===== config.mk =====
export PLATFORM = sky130hd
export DESIGN_NAME = mem_arbiter
export DESIGN_NICKNAME = d
export VERILOG_FILES = /design/src/rtl/mem_arbiter_pkg.sv /design/src/rtl/mem_arbiter.sv
export SDC_FILE = /design/constraint.sdc
export NUM_CORES = 1
export LEC_CHECK = 0
export CAP_MARGIN = 20
export CORE_MARGIN = 2
export CORE_UTILIZATION = 20
export DETAILED_ROUTE_END_ITERATION = 6
export GPL_ROUTABILITY_DRIVEN = 0
export PLACE_DENSITY = 0.84
export SYNTH_ARGS = -nofsm -noshare
export SYNTH_HDL_FRONTEND = slang
export SYNTH_SLANG_ARGS = --single-unit

===== constraint.sdc =====
create_clock -name clk -period 3.6 [get_ports clk]
set_input_delay 0.54 -clock clk [delete_from_list [all_inputs] [get_ports clk]]
set_output_delay 0.54 -clock clk [all_outputs]
set_load 0.01 [all_outputs]

===== src/rtl/mem_arbiter_pkg.sv =====
// Shared types and constants for the two-port SRAM arbiter: read-tracking FSM
// states, write-enable encodings and the starvation counter width.
package mem_arbiter_pkg;

    typedef enum logic [1:0] {
        IDLE = 2'b00,
        RD_I = 2'b01,
        RD_D = 2'b10
    } arb_state_e;

    localparam logic [1:0] WE_RD   = 2'b00;
    localparam logic [1:0] WE_WORD = 2'b11;
    localparam int         WAIT_W  = 4;

    // Saturating increment for the starvation counter.
    function automatic logic [WAIT_W-1:0] sat_inc(input logic [WAIT_W-1:0] v);
        if (v == {WAIT_W{1'b1}}) begin
            sat_inc = v;
        end else begin
            sat_inc = v + {{(WAIT_W-1){1'b0}}, 1'b1};
        end
    endfunction

endpackage


===== src/rtl/mem_arbiter.sv =====
// Instruction/data arbiter in front of a single-port synchronous SRAM.
// Optional macro ARB_STARVE_EN adds a forced instruction grant after MAX_WAIT losses.
module mem_arbiter
    import mem_arbiter_pkg::*;
#(
    parameter int AW       = 16,
    parameter int MAX_WAIT = 4
) (
    input  logic          clk,
    input  logic          rst,
    input  logic          i_req,
    input  logic [AW-1:0] i_addr,
    output logic          i_gnt,
    output logic          i_rvalid,
    output logic [15:0]   i_rdata,
    input  logic          d_req,
    input  logic [1:0]    d_we,
    input  logic [AW-1:0] d_addr,
    input  logic [15:0]   d_wdata,
    output logic          d_gnt,
    output logic          d_rvalid,
    output logic [15:0]   d_rdata,
    output logic          m_en,
    output logic [1:0]    m_we,
    output logic [AW-1:0] m_addr,
    output logic [15:0]   m_wdata,
    input  logic [15:0]   m_rdata
);

    if ((MAX_WAIT < 1) || (MAX_WAIT > 15)) begin : g_bad_max_wait
        $error("mem_arbiter: MAX_WAIT must be in 1..15");
    end

    arb_state_e state_r;
    arb_state_e state_nxt_s;
    logic       force_i_s;
    logic       i_gnt_s;
    logic       d_gnt_s;

`ifdef ARB_STARVE_EN
    localparam logic [WAIT_W-1:0] MAX_WAIT_C = WAIT_W'(MAX_WAIT);

    logic [WAIT_W-1:0] wait_cnt_r;
    logic [WAIT_W-1:0] wait_cnt_nxt_s;

    // Instruction port is forced through once it has lost MAX_WAIT cycles in a row.
    always_comb begin
        if (i_req && (wait_cnt_r == MAX_WAIT_C)) begin
            force_i_s = 1'b1;
        end else begin
            force_i_s = 1'b0;
        end
    end

    // Count consecutive instruction losses; any grant or withdrawal restarts the count.
    always_comb begin
        if (!i_req || i_gnt_s) begin
            wait_cnt_nxt_s = {WAIT_W{1'b0}};
        end else begin
            wait_cnt_nxt_s = sat_inc(wait_cnt_r);
        end
    end

    // Starvation counter register.
    always_ff @(posedge clk or negedge rst) begin
        if (!rst) begin
            wait_cnt_r <= {WAIT_W{1'b0}};
        end else begin
            wait_cnt_r <= wait_cnt_nxt_s;
        end
    end
`else
    // Strict data-over-instruction priority: no forced instruction grant.
    always_comb begin
        force_i_s = 1'b0;
    end
`endif

    // Grant decision; held at zero while reset is asserted since requests may still be high.
    always_comb begin
        i_gnt_s = 1'b0;
        d_gnt_s = 1'b0;
        if (!rst) begin
            i_gnt_s = 1'b0;
            d_gnt_s = 1'b0;
        end else if (force_i_s) begin
            i_gnt_s = 1'b1;
        end else if (d_req) begin
            d_gnt_s = 1'b1;
        end else if (i_req) begin
            i_gnt_s = 1'b1;
        end else begin
            i_gnt_s = 1'b0;
            d_gnt_s = 1'b0;
        end
    end

    // Route the winning request onto the SRAM port in the same cycle.
    always_comb begin
        m_en    = 1'b0;
        m_we    = WE_RD;
        m_addr  = {AW{1'b0}};
        m_wdata = 16'h0000;
        case ({i_gnt_s, d_gnt_s})
            2'b10: begin
                m_en   = 1'b1;
                m_we   = WE_RD;
                m_addr = i_addr;
            end
            2'b01: begin
                m_en    = 1'b1;
                m_we    = d_we;
                m_addr  = d_addr;
                m_wdata = d_wdata;
            end
            default: begin
                m_en    = 1'b0;
                m_we    = WE_RD;
                m_addr  = {AW{1'b0}};
                m_wdata = 16'h0000;
            end
        endcase
    end

    assign i_gnt = i_gnt_s;
    assign d_gnt = d_gnt_s;

    // Remember which port owns the read data arriving next cycle; writes leave nothing in flight.
    always_comb begin
        if (i_gnt_s) begin
            state_nxt_s = RD_I;
        end else if (d_gnt_s && (d_we == WE_RD)) begin
            state_nxt_s = RD_D;
        end else begin
            state_nxt_s = IDLE;
        end
    end

    // In-flight read tracker; async reset drops any pending rvalid immediately.
    always_ff @(posedge clk or negedge rst) begin
        if (!rst) begin
            state_r <= IDLE;
        end else begin
            state_r <= state_nxt_s;
        end
    end

    // Return path: steer SRAM data to the owning port, zero otherwise.
    always_comb begin
        i_rvalid = 1'b0;
        d_rvalid = 1'b0;
        i_rdata  = 16'h0000;
        d_rdata  = 16'h0000;
        case (state_r)
            RD_I: begin
                i_rvalid = 1'b1;
                i_rdata  = m_rdata;
            end
            RD_D: begin
                d_rvalid = 1'b1;
                d_rdata  = m_rdata;
            end
            default: begin
                i_rvalid = 1'b0;
                d_rvalid = 1'b0;
                i_rdata  = 16'h0000;
                d_rdata  = 16'h0000;
            end
        endcase
    end

endmodule


==> flow_summary_export.csv <==
group,metric,value,unit
timing,setup_violations,0,
floorplan,ios,141,
placement,io_buffer_count,140,
job,drv_cap,0,
critical_path,start_kind,"input port",
timing,timing.fmax,314,MHz
cells_and_area,final_cells,285,
power,power.density,121,nW/um^2
floorplan,start_util,0.206,
route,num_vias,1219,
floorplan,die-area,3890,sq um
clocking,numCtsBuffers,3,
route,drc_errors,0,
clocking,cts_tree,"done",
power,p_seq_frac,0.093,
cells_and_area,drive_above_1_share,0.0293,
yosys,synth_seq_area_share,0.0734,
clocking,hold_buffers,0,
cells_and_area,diodes,0,
critical_path,cp.arrival,2.64,ns
yosys,synthArstFlopShare,1.00,
route,vias_per_cell,4.28,
power,sw_frac_of_total,0.286,
clocking,clockBufferDepth,2,
yosys,synth_area,682,sq um
cells_and_area,fin_nets,313,
floorplan,core_area,3310,sq um
route,dr.pass1.iters,4,
timing,maxSlewHeadroom,0.661,
placement,dpl.cell_count,282,
route,wl,3420,microns
yosys,ys_warn_count,0,
cells_and_area,fill_cells,315,
power,intPower,183,uW
grt,grtUsageTotal,0.173,
timing,timing.hold.ws,0.500,ns
critical_path,cpMostUsedCell,"clkdlybuf4s50_1",
clocking,cts_htree_levels,1,
timing,hold_viol,0,
cells_and_area,largest_register_ffs,2,
floorplan,die_width,62.4,microns
cells_and_area,regMostFlops,"state_r",
timing,worstMarginPinSlew,0.508,ns
clocking,cts_setup_buffers,0,
power,leakagePower,0.000815,uW
critical_path,critPathRequiredTime,3.06,ns
timing,tns,0,ns
power,vdd_drop_max,0.0937,mV
yosys,synth_edf_count,0,
yosys,synth_seq_cells,2,
floorplan,fp-row-count,21,
grt,grt_overflow_total,0,
cells_and_area,fin_area,2130,sq um
power,pwr-share-clk,0.208,
worst_hold_path,hold_path.class,"in -> async",
timing,period_minus_slack,3.18,ns
grt,grt_pass1_vias,1242,
timing,rsz0062_at_grt,"false",
floorplan,die_h,62.4,microns
yosys,synth_fp_nets,175,
status,status,"finished clean",
critical_path,worstSetupEndpointType,"primary output",
critical_path,slowest_stage,"clkdlybuf4s50_1",
cells_and_area,reg.largest.list,"state_r (2)",
critical_path,crit_type,"in -> out",
critical_path,crit_fanout,9,
placement,hpwlAfterDp,2930,microns
route,wl_per_cell,12.0,microns
yosys,syn_inst,103,
timing,slew_viol_final,0,
grt,grt_antenna_before_repair,0,
yosys,synth_ff_type,"dfrtp_1",
grt,grt_pass1_wl,5440,microns
power,pwr-share-comb,0.699,
yosys,syn_area_per_cell,6.62,sq um
critical_path,max_stage_delay,0.56,ns
yosys,synthDistinctLibCells,15,
route,drtIter0Drc,42,
cells_and_area,syn2layout_area_growth,212,%
clocking,cts_resized,0,
grt,grt_max_degree,25,
clocking,cts.sinks,2,
critical_path,crit_chain,"clkdlybuf4s50_1 > nand3b_1 > inv_1 > ha_1 > buf_4 > a22oi_1 > nor2_1 > clkdlybuf4s50_1",
placement,place_area,2110,sq um
clocking,clk_pin_slew_worst_paths,0.03,ns
route,ant_nets,0,
power,power_switching,73.5,uW
clocking,clockRootBuffer,"clkbuf_4",
timing,fin_crit_sh,0.884,
[power groups by stage]
stage	clock network (uW)	registers, uW	logic [uW]
finish	53.3	23.9	179
global route	58.7	24.0	193
CTS	55.9	23.9	181
detailed placement	0	24.2	181
global placement	0	24.1	178
floorplan	0	24.1	52.7
[kinds of logic (layout without fill, tap and decap cells)]
logic type               Yosys count  in the layout  share of synthesized area
AND/OR/NAND/NOR                   71             71                      0.605
AO/OA/AOI/OAI                     16             16                      0.176
adder cells (fa/ha/maj)            2              2                     0.0367
flip-flops                         2              2                     0.0734
buffers and inverters             12            148                      0.108
[worst max-delay path: cells and delay by family]
family | cells | cell delay, ns
AO/OA/AOI/OAI | 1 | 0.09
adder cells (fa/ha/maj) | 1 | 0.33
AND/OR/NAND/NOR | 2 | 0.24
buffers and inverters | 4 | 1.45
[metrics by stage]
| stage | total power, uW | utilization | setup WS (ns) |
|---|---|---|---|
| global placement | 202 | 0.636 | 0.464 |
| finish | 257 | 0.643 | 0.416 |
| floorplan | 76.8 | - | 1.55 |
| detailed placement | 205 | 0.636 | 0.420 |
| CTS | 261 | 0.643 | 0.403 |
| global route | 276 | 0.643 | 0.279 |
[final cells by class]
type	instances	area, sq um	share of cell area
tap	46	57.6	0.0270
multi-input combinational	89	558	0.262
inverter	3	11.3	0.00529
timing repair buffer	142	1430	0.671
clock buffer	3	22.5	0.0106
sequential	2	50.0	0.0235
[routing by layer]
metal,GRT usage,wire (microns)
met5,0,0
met4,0.0750,65
met1,0.170,1240
met3,0.0649,448
met2,0.322,1660
[worst max-delay path by stage]
stage,start,end,slack [ns],cells past startpoint
global placement,rst,m_addr[6],0.46,8
detailed placement,rst,m_addr[8],0.42,8
finish,rst,m_addr[8],0.42,8
floorplan,d_req,m_addr[7],1.55,7
global route,rst,m_addr[9],0.28,8
CTS,rst,m_addr[8],0.40,8
[cell usage in the layout (no fill, tap or decap), drive strengths merged]
master	n
a22oi	16
and2	50
and2b	1
buf	2
clkbuf	3
clkdlybuf4s50	140
dfrtp	2
ha	2
inv	3
nand2	1
nand3b	1
nor2	16
nor2b	1
nor3	1
[Yosys cell counts, types with 2 or more instances]
library cell,count,share of area
buf_4,2,0.022
nor2_1,16,0.088
buf_6,2,0.033
and2_1,50,0.46
inv_1,3,0.017
a22oi_1,16,0.18
ha_1,2,0.037
dfrtp_1,2,0.073
clkbuf_2,2,0.015
buf_2,3,0.022
(Power assumes the default switching activity.)
==> RTL change (same flow settings) <==
Add a define of `ARB_STARVE_EN`.
--- a/src/rtl/mem_arbiter.sv
+++ b/src/rtl/mem_arbiter.sv
@@ -1,4 +1,6 @@
 // Instruction/data arbiter in front of a single-port synchronous SRAM.
 // Optional macro ARB_STARVE_EN adds a forced instruction grant after MAX_WAIT losses.
+`define ARB_STARVE_EN
+
 module mem_arbiter
     import mem_arbiter_pkg::*;
Behaviour: not the same (a bounded check fails within 10 cycles, from zero or initial values and one cycle with rst low).
==> RTL change against the unedited design <==
Synthesized cell count up 24%; setup slack worse by 120 ps; final cell count up 11%; sequential cell count up 4; largest cell class unchanged; non-clock buffer count up 1; cell area up 14%; largest power group unchanged; power up 49%; core utilization down 9.7 points; clock power up 87%; routed wire length up 22%; die area up 35%; synthesized area up 38%.
==> RTL change: results (changes against the unedited design) <==
synth:
  synth_area_leaders: "and2_1, dfrtp_1, a22oi_1"
  synthesis.nets: 202  # +15%
  synth_flop_cell: "dfrtp_1"
  synth-seq-area-share: 0.1598  # +0.08639
  ys_types: 25  # +10
  yosys_warnings: 0  # unchanged
  yosys-top-cells-count: "and2_1, nor2_1, a22oi_1"
  synthArstFlopShare: 1.000  # unchanged
power:
  p_leak_nw: 0.9550  # +17%
  ir_drop_mv: 0.1272  # +36%
  power.density_nw_per_um2: 158.0  # +31%
  p_int_w: 0.0002775  # +51%
clocking:
  cts-htree-levels: 1  # unchanged
  clk_latency_ps: 220
  cts_root_buf: "clkbuf_8"
  clockBufferDepth: 2  # unchanged
  clk_transition_reported_paths_ps: 40
  cts_buffers: 3  # unchanged
worst_setup_path:
  crit_fanout: 17  # +8
  worst_ep_arrival_time_ps: 2760  # +120 ps
  reg2reg_from: "wait_cnt_r[0]"
  crit_end: "m_addr[10]"
  rrSetupSlack_ps: 2320
  reg2reg_depth: 5
  worstReg2RegEnd: "wait_cnt_r[2]"
  crit_start: "i_req"
finish:
  reg_top3: "wait_cnt_r (4), state_r (2)"
  nFillCells: 448  # +42%
  drive_above_1_share: 0.04528  # +0.01599
  antennaDiodeCount: 0  # unchanged
  final_nets: 341  # +8.9%
min_path:
  min_path_type: "in -> async"
route:
  first_pass_iters: 4  # unchanged
  drt-initial-drc-count: 26  # -38%
  viasPerCell: 4.391  # +2.7%
  wl_per_cell_um: 13.14  # +9.6%
sta:
  worst_pin_slew_ps: 510.3  # +2.363 ps
  finClkSkew_ps: 1.710
placed_design:
  portBuffers: 140  # unchanged
  hpwl_um: 3570  # +22%
  place_area_sq_um: 2380  # +13%
global_routing:
  grt_pass1_wl_um: 6430  # +18%
  antenna_found_initial: 0  # unchanged
  grt_pass1_vias: 1386  # +12%
  track_usage: 0.1533  # -0.01939
  grt_max_degree: 35  # +40%
outcome:
  status: "finished, final reports clean"
-- RTL change: worst max-delay path, cell delays in order --
cell             delay, ps
clkdlybuf4s50_1        560
inv_1                   80
o211ai_2               230
inv_1                  110
ha_1                   500
nor2_1                 190
clkdlybuf4s50_1        550
-- RTL change: repair_timing --
| item | CTS | global route |
|---|---|---|
| setup endpoints to repair | 0 | 1 |
| gates resized for setup | 0 | 1 |
| setup buffers | 0 | 0 |
-- RTL change: final cells by class --
cell class	instances	share of cell area
timing repair buffer	143	0.5888
multi-input combinational	108	0.2977
sequential	6	0.06192
tap	52	0.02683
clock buffer	3	0.01703
inverter	5	0.007740
-- RTL change: cell families after synthesis --
| family | Yosys count | synth area share |
|---|---|---|
| and+or+nand+nor | 80 | 0.4993 |
| muxes | 1 | 0.01065 |
| adders and majority gates | 4 | 0.05326 |
| xor gates and xnor gates | 1 | 0.009323 |
| DFF | 6 | 0.1598 |
| AOI/OAI and AO/OA | 22 | 0.1957 |
| buffers and inverters | 14 | 0.07189 |
-- RTL change: worst min-delay path by stage --
stage	start	to	slack [ps]
after global routing	wait_cnt_r[3]	wait_cnt_r[3]	550
after floorplan	rst	state_r[0]	240
final	rst	wait_cnt_r[2]	540
after detailed placement	wait_cnt_r[3]	wait_cnt_r[3]	530
after CTS	wait_cnt_r[3]	wait_cnt_r[3]	530
after global placement	wait_cnt_r[3]	wait_cnt_r[3]	510
-- RTL change: routing by layer --
metal / share of wire / wire length, um / track usage / vias up
met4: 0.0053 / 22 / 0.03704 / 0
met1: 0.37 / 1557 / 0.1665 / 598
li1: - / - / - / 700
met3: 0.10 / 434 / 0.04167 / 2
met2: 0.52 / 2151 / 0.2909 / 92
met5: 0 / 0 / 0 / -
-- RTL change: stage by stage --
step,std cells,hold slack [ps],power (W),setup WS (ps)
2_1_floorplan,128,244.4,0.0001460,1201
3_3_place_gp,314,512.9,0.0002835,336.6
3_5_place_dp,314,528.8,0.0002857,242.6
4_1_cts,317,528.8,0.0003890,230.3
5_1_grt,317,547.9,0.0004086,69.90
6_report,317,539.1,0.0003831,301.3
-- RTL change: power by group through the flow --
stage	logic [W]	clock network, W	registers [W]
final	0.000207	0.0000996	0.0000769
after global routing	0.000224	0.000106	0.0000779
after CTS	0.000209	0.000103	0.0000771
after detailed placement	0.000208	0	0.0000779
after global placement	0.000206	0	0.0000775
after floorplan	0.0000697	0	0.0000764
